`config.mk`:
```
export PLATFORM = sky130hd
export DESIGN_NAME = conv_addr_seq
export DESIGN_NICKNAME = d
export VERILOG_FILES = /design/src/rtl/conv_seq_pkg.sv /design/src/rtl/conv_win_cnt.sv /design/src/rtl/conv_addr_seq.sv
export SDC_FILE = /design/constraint.sdc
export NUM_CORES = 1
export LEC_CHECK = 0
export BUFFER_PORTS_ARGS = -buffer_cell sky130_fd_sc_hd__buf_4
export CAP_MARGIN = 40
export CORE_MARGIN = 3
export CORE_UTILIZATION = 61
export DETAILED_ROUTE_END_ITERATION = 8
export GPL_TIMING_DRIVEN = 1
export HOLD_SLACK_MARGIN = 0.15
export PLACE_DENSITY_LB_ADDON = 0.05
export SYNTH_ARGS = -nofsm -noshare
export SYNTH_HDL_FRONTEND = slang
export SYNTH_SLANG_ARGS = --single-unit
```
`constraint.sdc`:
```
create_clock -name clk -period 6.79 [get_ports clk]
set_input_delay 1.358 -clock clk [delete_from_list [all_inputs] [get_ports clk]]
set_output_delay 1.358 -clock clk [all_outputs]
set_load 0.005 [all_outputs]
```
`src/rtl/conv_seq_pkg.sv`:
```
// Shared types and default widths for the convolution address sequencer.
package conv_seq_pkg;

    localparam int unsigned DEF_AW = 13;
    localparam int unsigned DEF_CW = 4;
    localparam int unsigned DEF_XW = 5;
    localparam int unsigned DEF_KW = 3;
    localparam int unsigned DEF_SW = 2;

    typedef enum logic [2:0] {
        IDLE,
        KINIT,
        EXEC,
        FIN,
        OUT,
        DONE
    } state_t;

    // Which accumulator the next input address is derived from.
    typedef enum logic [1:0] {
        INC_KX,
        INC_ROW,
        INC_CH
    } inc_sel_t;

endpackage

```
`src/rtl/conv_win_cnt.sv`:
```
// Nested c/ky/kx window counter (kx innermost) for one output pixel.
module conv_win_cnt
    import conv_seq_pkg::*;
#(
    parameter int unsigned CW = DEF_CW,
    parameter int unsigned KW = DEF_KW
) (
    input  logic          clk,
    input  logic          rst,
    input  logic          i_clr,
    input  logic          i_en,
    input  logic [CW-1:0] i_id,
    input  logic [KW-1:0] i_kh,
    input  logic [KW-1:0] i_kw,
    output logic [KW-1:0] o_ky,
    output logic [KW-1:0] o_kx,
    output logic          o_last_c,
    output inc_sel_t      o_inc_sel_c
);

    logic [CW-1:0] r_c;
    logic [KW-1:0] r_ky;
    logic [KW-1:0] r_kx;
    logic          w_kx_wrap;
    logic          w_ky_wrap;
    logic          w_c_wrap;

    assign w_kx_wrap = (r_kx == i_kw);
    assign w_ky_wrap = (r_ky == i_kh);
    assign w_c_wrap  = (r_c == i_id);
    assign o_last_c  = w_kx_wrap && w_ky_wrap && w_c_wrap;
    assign o_ky      = r_ky;
    assign o_kx      = r_kx;

    always_comb begin
        o_inc_sel_c = INC_KX;
        if (w_kx_wrap) begin
            o_inc_sel_c = w_ky_wrap ? INC_CH : INC_ROW;
        end
    end

    always_ff @(posedge clk) begin
        if (rst || i_clr) begin
            r_c  <= '0;
            r_ky <= '0;
            r_kx <= '0;
        end else if (i_en) begin
            if (!w_kx_wrap) begin
                r_kx <= r_kx + KW'(1);
            end else begin
                r_kx <= '0;
                if (!w_ky_wrap) begin
                    r_ky <= r_ky + KW'(1);
                end else begin
                    r_ky <= '0;
                    r_c  <= w_c_wrap ? '0 : r_c + CW'(1);
                end
            end
        end
    end

endmodule

```
`src/rtl/conv_addr_seq.sv`:
```
// Convolution address sequencer: per output pixel, walks the input window then reads back outputs.
// Optional zero-padding bounds logic enabled by defining PAD_EN.
module conv_addr_seq
    import conv_seq_pkg::*;
#(
    parameter int unsigned AW = DEF_AW,
    parameter int unsigned CW = DEF_CW,
    parameter int unsigned XW = DEF_XW,
    parameter int unsigned KW = DEF_KW,
    parameter int unsigned SW = DEF_SW
) (
    input  logic          clk,
    input  logic          rst,
    input  logic          start,
    input  logic          hold,
    input  logic [CW-1:0] id,
    input  logic [CW-1:0] od,
    input  logic [XW-1:0] ih,
    input  logic [XW-1:0] iw,
    input  logic [XW-1:0] oh,
    input  logic [XW-1:0] ow,
    input  logic [KW-1:0] kh,
    input  logic [KW-1:0] kw,
    input  logic [SW-1:0] st,
    input  logic [1:0]    pad,
    input  logic [AW-1:0] is,
    input  logic [AW-1:0] os,
    output logic          busy,
    output logic          k_init,
    output logic          exec,
    output logic [AW-1:0] ia,
    output logic          pad_o,
    output logic [AW-1:0] wa,
    output logic          k_fin,
    output logic          outr,
    output logic [CW-1:0] ra,
    output logic [AW-1:0] oa,
    output logic          done
);

    state_t        r_state;
    state_t        w_nstate;
    logic          w_go;
    logic          w_kinit_p;
    logic          w_term;
    logic          w_fin_p;
    logic          w_out;
    logic          w_done_p;
    logic          w_out_last;
    logic          w_pix_last;
    logic          w_pix_adv;
    logic          w_win_last;
    inc_sel_t      w_inc_sel;
    logic [KW-1:0] w_ky;
    logic [KW-1:0] w_kx;
    logic          w_pad_hit;
    logic [1:0]    w_pad;

    logic [XW-1:0] r_ox;
    logic [XW-1:0] r_oy;
    logic [AW-1:0] r_opix;
    logic [AW-1:0] r_in_row;
    logic [AW-1:0] r_in_pix;
    logic [AW-1:0] r_ch_acc;
    logic [AW-1:0] r_row_acc;
    logic [AW-1:0] r_ia;
    logic [AW-1:0] r_wa;
    logic [CW-1:0] r_ra;
    logic [AW-1:0] r_oa;

    logic [AW-1:0] w_colw;
    logic [AW-1:0] w_colstep;
    logic [AW-1:0] w_rowstep;
    logic [AW-1:0] w_padoff;

    // Config-static step sizes; the per-term path below only adds.
    assign w_colw    = AW'(iw) + AW'(1);
    assign w_colstep = AW'(st) + AW'(1);
    assign w_rowstep = w_colstep * w_colw;
    assign w_padoff  = AW'(w_pad) * w_colw + AW'(w_pad);

    assign w_out_last = (r_ra == od);
    assign w_pix_last = (r_ox == ow) && (r_oy == oh);
    assign w_pix_adv  = w_out && w_out_last && !w_pix_last;

    conv_win_cnt #(
        .CW(CW),
        .KW(KW)
    ) u_win (
        .clk         (clk),
        .rst         (rst),
        .i_clr       (w_kinit_p),
        .i_en        (w_term),
        .i_id        (id),
        .i_kh        (kh),
        .i_kw        (kw),
        .o_ky        (w_ky),
        .o_kx        (w_kx),
        .o_last_c    (w_win_last),
        .o_inc_sel_c (w_inc_sel)
    );

    always_ff @(posedge clk) begin
        if (rst) begin
            r_state <= IDLE;
        end else begin
            r_state <= w_nstate;
        end
    end

    // Next state plus one-cycle action strobes; hold suppresses everything.
    always_comb begin
        w_nstate  = r_state;
        w_go      = 1'b0;
        w_kinit_p = 1'b0;
        w_term    = 1'b0;
        w_fin_p   = 1'b0;
        w_out     = 1'b0;
        w_done_p  = 1'b0;
        if (!hold) begin
            unique case (r_state)
                IDLE: begin
                    if (start) begin
                        w_go     = 1'b1;
                        w_nstate = KINIT;
                    end
                end
                KINIT: begin
                    w_kinit_p = 1'b1;
                    w_nstate  = EXEC;
                end
                EXEC: begin
                    w_term = 1'b1;
                    if (w_win_last) begin
                        w_nstate = FIN;
                    end
                end
                FIN: begin
                    w_fin_p  = 1'b1;
                    w_nstate = OUT;
                end
                OUT: begin
                    w_out = 1'b1;
                    if (w_out_last) begin
                        w_nstate = w_pix_last ? DONE : KINIT;
                    end
                end
                DONE: begin
                    w_done_p = 1'b1;
                    w_nstate = IDLE;
                end
                default: w_nstate = IDLE;
            endcase
        end
    end

    always_ff @(posedge clk) begin
        if (rst) begin
            r_ox      <= '0;
            r_oy      <= '0;
            r_opix    <= '0;
            r_in_row  <= '0;
            r_in_pix  <= '0;
            r_ch_acc  <= '0;
            r_row_acc <= '0;
            r_ia      <= '0;
            r_wa      <= '0;
            r_ra      <= '0;
            r_oa      <= '0;
        end else begin
            if (w_go) begin
                r_ox     <= '0;
                r_oy     <= '0;
                r_opix   <= '0;
                r_in_row <= AW'(0) - w_padoff;
                r_in_pix <= AW'(0) - w_padoff;
            end
            if (w_kinit_p) begin
                r_ch_acc  <= r_in_pix;
                r_row_acc <= r_in_pix;
                r_ia      <= r_in_pix;
                r_wa      <= '0;
            end
            if (w_term) begin
                r_wa <= r_wa + AW'(1);
                unique case (w_inc_sel)
                    INC_KX: r_ia <= r_ia + AW'(1);
                    INC_ROW: begin
                        r_row_acc <= r_row_acc + w_colw;
                        r_ia      <= r_row_acc + w_colw;
                    end
                    INC_CH: begin
                        r_ch_acc  <= r_ch_acc + is;
                        r_row_acc <= r_ch_acc + is;
                        r_ia      <= r_ch_acc + is;
                    end
                    default: r_ia <= r_ia;
                endcase
            end
            if (w_fin_p) begin
                r_ra <= '0;
                r_oa <= r_opix;
            end
            if (w_out) begin
                r_ra <= r_ra + CW'(1);
                r_oa <= r_oa + os;
            end
            // Output pixel index doubles as the spatial part of oa.
            if (w_pix_adv) begin
                r_opix <= r_opix + AW'(1);
                if (r_ox == ow) begin
                    r_ox     <= '0;
                    r_oy     <= r_oy + XW'(1);
                    r_in_row <= r_in_row + w_rowstep;
                    r_in_pix <= r_in_row + w_rowstep;
                end else begin
                    r_ox     <= r_ox + XW'(1);
                    r_in_pix <= r_in_pix + w_colstep;
                end
            end
        end
    end

`ifdef PAD_EN
    localparam int unsigned PW = XW + SW + KW + 2;

    logic signed [PW-1:0] r_iy0;
    logic signed [PW-1:0] r_ix0;
    logic signed [PW-1:0] w_iy;
    logic signed [PW-1:0] w_ix;

    assign w_pad = pad;
    assign w_iy  = r_iy0 + $signed(PW'(w_ky));
    assign w_ix  = r_ix0 + $signed(PW'(w_kx));
    assign w_pad_hit = w_iy[PW-1] || w_ix[PW-1]
                    || (w_iy > $signed(PW'(ih)))
                    || (w_ix > $signed(PW'(iw)));

    // Signed window origin of the current pixel.
    always_ff @(posedge clk) begin
        if (rst) begin
            r_iy0 <= '0;
            r_ix0 <= '0;
        end else if (w_go) begin
            r_iy0 <= $signed(PW'(0)) - $signed(PW'(pad));
            r_ix0 <= $signed(PW'(0)) - $signed(PW'(pad));
        end else if (w_pix_adv) begin
            if (r_ox == ow) begin
                r_ix0 <= $signed(PW'(0)) - $signed(PW'(pad));
                r_iy0 <= r_iy0 + $signed(PW'(st)) + $signed(PW'(1));
            end else begin
                r_ix0 <= r_ix0 + $signed(PW'(st)) + $signed(PW'(1));
            end
        end
    end
`else
    logic w_unused_cfg;

    assign w_pad        = 2'b00;
    assign w_pad_hit    = 1'b0;
    assign w_unused_cfg = ^{ih, pad, w_ky, w_kx};
`endif

    always_ff @(posedge clk) begin
        if (rst) begin
            busy   <= 1'b0;
            k_init <= 1'b0;
            exec   <= 1'b0;
            ia     <= '0;
            pad_o  <= 1'b0;
            wa     <= '0;
            k_fin  <= 1'b0;
            outr   <= 1'b0;
            ra     <= '0;
            oa     <= '0;
            done   <= 1'b0;
        end else begin
            busy   <= (r_state != IDLE);
            k_init <= w_kinit_p;
            exec   <= w_term;
            ia     <= (w_term && !w_pad_hit) ? r_ia : '0;
            pad_o  <= w_term && w_pad_hit;
            wa     <= w_term ? r_wa : '0;
            k_fin  <= w_fin_p;
            outr   <= w_out;
            ra     <= w_out ? r_ra : '0;
            oa     <= w_out ? r_oa : '0;
            done   <= w_done_p;
        end
    end

endmodule

```
Yosys cells after proc, flatten, opt, wreduce, memory -nomap -nowiden
Index checks and enable logic that the tools add are counted.
{ "totals": {"word_cells": 132, "reg_bits": 180, "out_inout_bits": 50, "inputBits": 68} }
{ "op_classes": {"n_mux": 50, "n_addsub": 16, "bitwise_logic": 3, "n_reduce_logical": 20, "n_mul": 1, "n_eq_ne": 17} }
{ "op_table": {"columns": ["cell", "count"], "rows": [
  ["two-way mux 13 bit", 18],
  ["adder 13 x 1 -> 13 bit, second input constant", 3],
  ["case mux 13 bit (3 select lines)", 1],
  ["two-way mux 5 bit", 6],
  ["adder 13 bit", 2],
  ["case mux 13 bit (2 select lines)", 1],
  ["two-way mux 3 bit", 6],
  ["case mux 3 bit (5 select lines)", 1],
  ["adder 13 x 3 -> 13 bit", 1],
  ["adder 13 x 6 -> 13 bit", 1],
  ["adder 13 x 9 -> 13 bit", 1],
  ["two-way mux 1 bit", 12],
  ["two-way mux 4 bit", 3],
  ["adder 5 x 1 -> 5 bit, second input constant", 2],
  ["== test 5 bit", 2],
  ["multiplier 3 x 6 -> 9 bit", 1],
  ["adder 4 x 1 -> 4 bit, second input constant", 2],
  ["== test 4 bit", 2],
  ["adder 3 x 1 -> 3 bit, second input constant", 2],
  ["adder 5 x 1 -> 6 bit, second input constant", 1],
  ["== test 3 x 2 -> 1 bit, second input constant", 2],
  ["== test 3 bit", 2],
  ["== test 3 bit, second input constant", 2],
  ["nonzero test 2 bit", 3],
  ["19 further kinds", 30]
]} }

Depth between registers and ports, before layout
{ "depth": {"word_depth": 6, "ltp_mapped": 15, "mapped_depth_nobuf": 15} }

By module
A second synthesis with hierarchy kept.
{ "hier_totals": {"cells_unflattened": 1289, "hier_area_um2": 10546.4} }
{ "by_module_without_submodules": {"columns": ["mod", "area_per_inst_um2", "seq_area_each_um2", "cells_each", "n_inst"], "rows": [
  ["conv_addr_seq", 9900.7, 3403.3, 1215, 1],
  ["conv_win_cnt", 645.6, 200.2, 74, 1]
]} }

Worst setup path before layout
OpenSTA, ideal clock, no wires.
{ "synth_timing": {"path_type": "input-to-reg", "startpoint": "input port iw[0]", "endpoint": "register r_in_pix[10]", "required_ns": 6.716, "stages": 15, "t_arrival_ns": 4.341, "setup_time_ns": 0.074, "slack_ns": 2.374, "n_path_buf": 0, "cell_sequence": "ha_1 > nand3_1 > xor2_1 > nor2_1 > fa_1 > inv_1 > fa_1 > inv_1 > ha_1 > o21ai_0 > o21ai_0 > a41o_1 > nand2_1 > or3_1 > a31oi_1"} }
{ "synth_via": {"elab_chain_len": 5} }
{ "synth_rtl": {"columns": ["element", "line", "source"], "rows": [
  ["start: declaration", "conv_addr_seq.sv:19", "input logic [XW-1:0] iw,"],
  ["adder 5 x 1 -> 6 bit", "conv_addr_seq.sv:77", "assign w_colw = AW'(iw) + AW'(1);"],
  ["multiplier 3 x 6 -> 9 bit", "conv_addr_seq.sv:79", "assign w_rowstep = w_colstep * w_colw;"],
  ["adder 13 x 9 -> 13 bit", "conv_addr_seq.sv:215", "r_in_pix <= r_in_row + w_rowstep;"],
  ["two-way mux 13 bit", "conv_addr_seq.sv:211", "if (r_ox == ow) begin"],
  ["two-way mux 13 bit", "conv_addr_seq.sv:209", "if (w_pix_adv) begin"],
  ["end signal: assignment", "conv_addr_seq.sv:176", "r_in_pix <= AW'(0) - w_padoff;"],
  ["end signal: assignment", "conv_addr_seq.sv:215", null],
  ["end signal: assignment", "conv_addr_seq.sv:218", "r_in_pix <= r_in_pix + w_colstep;"],
  ["end: declaration", "conv_addr_seq.sv:63", "logic [AW-1:0] r_in_pix;"]
]} }
Every way passes these cells.
A chain may end at the register's enable or synchronous reset.

Worst setup path after layout
{ "layout_timing": {"startpoint": "input port iw[0]", "endpoint": "register r_in_row[10]"} }
{ "layout_via": {"elab_chain_len": 5} }
{ "layout_rtl": {"columns": ["element", "line", "source"], "rows": [
  ["adder 5 x 1 -> 6 bit", "conv_addr_seq.sv:77", null],
  ["multiplier 3 x 6 -> 9 bit", "conv_addr_seq.sv:79", null],
  ["adder 13 x 9 -> 13 bit", "conv_addr_seq.sv:214", "r_in_row <= r_in_row + w_rowstep;"],
  ["two-way mux 13 bit", "conv_addr_seq.sv:211", null],
  ["two-way mux 13 bit", "conv_addr_seq.sv:209", null],
  ["end signal: assignment", "conv_addr_seq.sv:175", "r_in_row <= AW'(0) - w_padoff;"],
  ["end signal: assignment", "conv_addr_seq.sv:214", null],
  ["end: declaration", "conv_addr_seq.sv:62", "logic [AW-1:0] r_in_row;"]
]} }
Every way passes these cells.

==> impl_metrics.prom <==
# TYPE chip_impl_metric gauge
chip_impl_metric{name="period_minus_slack",unit="ns"} 4.52
chip_impl_metric{name="final_setup_violation_count",unit=""} 0
chip_impl_metric{name="fp.dieArea",unit="µm²"} 18800
chip_impl_metric{name="drt_drc_violations_left",unit=""} 0
chip_impl_info{name="yosys_most_used_dff",value="dfxtp_1"} 1
chip_impl_metric{name="chipHeight",unit="µm"} 137
chip_impl_metric{name="hpwl",unit="µm"} 19100
chip_impl_metric{name="worst_pin_slew",unit="ns"} 0.963
chip_impl_metric{name="synth-async-reset-ratio",unit=""} 0
chip_impl_info{name="ys_top_cells_by_count",value="180 x dfxtp_1, 112 x a21oi_1, 103 x nor2_1"} 1
chip_impl_metric{name="yosys.area.top_type_share",unit=""} 0.344
chip_impl_metric{name="port_buffer_count",unit=""} 109
chip_impl_metric{name="drtPass1Iterations",unit=""} 5
chip_impl_info{name="cts_tree",value="done"} 1
chip_impl_metric{name="timing.final.crit_share",unit=""} 0.666
chip_impl_info{name="synth_largest_area_cell",value="dfxtp_1"} 1
chip_impl_metric{name="ff2ff_setup_slack",unit="ns"} 3.65
chip_impl_metric{name="resize_count_post_cts",unit=""} 0
chip_impl_metric{name="fin_skew",unit="ns"} 0.0104
chip_impl_info{name="critical_path.startpoint_type",value="primary input"} 1
chip_impl_metric{name="highest_ir_drop_seen_on_vdd",unit="mV"} 0.196
chip_impl_metric{name="grt_start_max_net_pins",unit=""} 87
chip_impl_metric{name="synth_edf_count",unit=""} 0
chip_impl_metric{name="leakage_dissipation",unit="µW"} 0.00479
chip_impl_metric{name="pin_count",unit=""} 118
chip_impl_metric{name="yosys_warnings",unit=""} 0
chip_impl_metric{name="die_width",unit="µm"} 137
chip_impl_metric{name="iteration_0_drc_count_of_the_detailed_router",unit=""} 829
chip_impl_metric{name="timing.max_slew.rel_slack",unit=""} 0.355
chip_impl_metric{name="ctsHtreeMaxLevel",unit=""} 4
chip_impl_metric{name="timing.fmax",unit="MHz"} 221
chip_impl_metric{name="vias",unit=""} 9683
chip_impl_info{name="worst-setup-path-type",value="primary input to flip-flop"} 1
chip_impl_metric{name="cts.clk_slew.worst_paths",unit="ns"} 0.07
chip_impl_metric{name="ys_seq_elements",unit=""} 180
chip_impl_metric{name="finish.net_count",unit=""} 1483
chip_impl_metric{name="average_cell_area_after_synthesis",unit="µm²"} 8.31
chip_impl_metric{name="floorplan.core_area",unit="µm²"} 16700
chip_impl_metric{name="netlist-cell-type-count",unit=""} 77
chip_impl_metric{name="worst-path-max-fanout",unit=""} 5
chip_impl_metric{name="antenna_violations_before_repair",unit=""} 0
chip_impl_metric{name="grt_overflow",unit=""} 0
chip_impl_metric{name="worst_ep_arrival_time",unit="ns"} 4.88
chip_impl_metric{name="vias_per_cell",unit=""} 6.14
chip_impl_metric{name="placement_rows",unit=""} 47
chip_impl_metric{name="drt-wirelength-per-cell",unit="µm"} 17.0
chip_impl_metric{name="mappedNetlistArea",unit="µm²"} 10500
chip_impl_metric{name="numCtsBuffers",unit=""} 17
chip_impl_info{name="rsz0062_at_grt",value="false"} 1
chip_impl_metric{name="fillers",unit=""} 1369
chip_impl_metric{name="ctsLongestPathBuffers",unit=""} 2
chip_impl_metric{name="floorplan.initialDensity",unit=""} 0.628
chip_impl_metric{name="syn_inst",unit=""} 1262
chip_impl_metric{name="postCtsSetupRepairBufs",unit=""} 0
chip_impl_metric{name="first_global_vias",unit=""} 8778
chip_impl_metric{name="yosysSeqAreaShare",unit=""} 0.344
chip_impl_info{name="type_of_the_tightest_min_delay_check",value="flip-flop to flip-flop"} 1
chip_impl_metric{name="cp.required",unit="ns"} 7.14
chip_impl_metric{name="max-cap-violations",unit=""} 0
chip_impl_metric{name="place_congestion",unit=""} 0.927
chip_impl_metric{name="timing.final.max_slew_violations",unit=""} 0
chip_impl_metric{name="grt_first_pass_wirelength",unit="µm"} 43200
chip_impl_metric{name="layout-drive-gt1-share",unit=""} 0.133
chip_impl_metric{name="detail-route-antenna-nets",unit=""} 0
chip_impl_metric{name="antenna_cells",unit=""} 0
chip_impl_info{name="synth_top_cells_by_area",value="dfxtp_1 34%, ha_1 6.7%, a21oi_1 5.3%"} 1
chip_impl_metric{name="track_usage",unit=""} 0.283
chip_impl_metric{name="drt-total-wl",unit="µm"} 26800
chip_impl_info{name="status",value="finished, final reports clean"} 1
chip_impl_metric{name="cts_hold_buf",unit=""} 0
chip_impl_metric{name="setup-tns-final",unit="ns"} 0
chip_impl_info{name="cts_root_buf",value="clkbuf_16"} 1
chip_impl_metric{name="synth_nets",unit=""} 1401
chip_impl_metric{name="hold-worst-slack",unit="ns"} 0.465
chip_impl_info{name="yosysMostFrequentCell",value="dfxtp_1"} 1
chip_impl_metric{name="area.growth.synth_to_final",unit="%"} 14.2
chip_impl_metric{name="clk_latency",unit="ns"} 0.44
chip_impl_metric{name="clock_sinks",unit=""} 180
chip_impl_metric{name="power_per_cell_area",unit="nW/µm²"} 187
chip_impl_info{name="timing.critical_path.to_type",value="flip-flop"} 1
chip_impl_metric{name="hold_viol_final",unit=""} 0
logic make-up after synthesis:
logic type / share of synthesized area
flip-flops: 0.344
multiplexers: 0.0127
adder cells (fa/ha/maj): 0.0955
buffers and inverters: 0.0400
AND/OR/NAND/NOR: 0.232
XOR/XNOR: 0.0643
other: 0.000358
AO/OA/AOI/OAI: 0.212
sequential cells by signal, summed over array words and instances (netlist names), 3 cells and up:
register	flops
u_win.o_ky	3
oa	13
u_win.r_c	4
u_win.o_kx	3
r_in_row	13
r_in_pix	13
r_oy	5
r_ox	5
r_row_acc	13
r_ia	13
r_wa	13
r_oa	13
r_state	3
ia	13
r_ra	4
r_ch_acc	13
wa	13
ra	4
r_opix	13
final cells by class:
cell class	instances	area [µm²]	area share
tap	220	275	0.0230
sequential	180	3600	0.301
timing repair buffer	120	901	0.0753
multi-input combinational	976	6470	0.541
inverter	49	184	0.0154
clock inverter	11	80.1	0.00669
clock buffer	20	457	0.0382
cell usage in the layout (no fill, tap or decap), drive strengths merged, types with 6 or more instances in the layout:
master	count
buf	120
nor3b	8
nand3	44
and2	63
nor4	10
nand2	97
a21o	12
inv	51
a211oi	34
a311oi	13
dfxtp	180
a21oi	113
o211ai	6
fa	15
clkbuf	20
nor2	105
mux2i	11
nor3	41
xor2	41
nor2b	10
o22ai	17
or3	9
xnor2	36
nand2b	12
and3	16
nand3b	13
or2	9
o21ai	64
a22oi	10
ha	56
a221oi	6
nand4	12
a31oi	17
worst max-delay path, cell delays in order:
cell     delay, ns
buf_4         0.13
ha_1          0.21
nand3_1       0.10
xor2_1        0.32
nor2_1        0.10
fa_1          0.49
inv_1         0.05
fa_1          0.49
inv_1         0.04
ha_1          0.33
o21ai_0       0.12
o21ai_0       0.28
a41o_1        0.28
nand2_1       0.08
or3_1         0.34
a31oi_1       0.14
stage by stage:
step                std cells  setup slack [ns]  utilization  power, µW  area (µm²)
detailed placement       1545              1.82        0.685       1340       11400
global placement         1545              1.95        0.685       1340       11400
finish                   1576              2.27        0.717       2240       12000
floorplan                1262              2.37            -       1260       10500
CTS                      1576              2.28        0.717       2250       12000
global route             1576              2.08        0.717       2320       12000
final timing paths:
kind / startpoint / end / cells after the start
setup / recovery: iw[0] / r_in_row[10]$_SDFF_PP0_ / 16
hold reg to reg: r_in_row[6]$_SDFF_PP0_ / r_in_row[6]$_SDFF_PP0_ / 2
setup reg to reg: r_state[1]$_SDFFE_PP0P_ / r_ia[6]$_SDFFE_PP0P_ / 7
hold / removal: r_in_row[6]$_SDFF_PP0_ / r_in_row[6]$_SDFF_PP0_ / 2
layer usage:
layer | global-route usage | routed length, µm | part of all wire | up-vias
met4 | 0.0981 | 551 | 0.021 | 0
li1 | - | - | - | 4707
met3 | 0.0445 | 1970 | 0.073 | 45
met1 | 0.397 | 12200 | 0.45 | 4543
met5 | 0 | 0 | 0 | -
met2 | 0.444 | 12100 | 0.45 | 388
where the power goes:
| part | total [µW] | leakage [µW] | switching [µW] | internal (µW) |
|---|---|---|---|---|
| Combinational | 250 | 0.00309 | 153 | 96.5 |
| Sequential | 1070 | 0.00145 | 12.2 | 1060 |
| Clock | 915 | 0.000255 | 428 | 487 |
No activity file was read; power rests on OpenSTA's default activity.
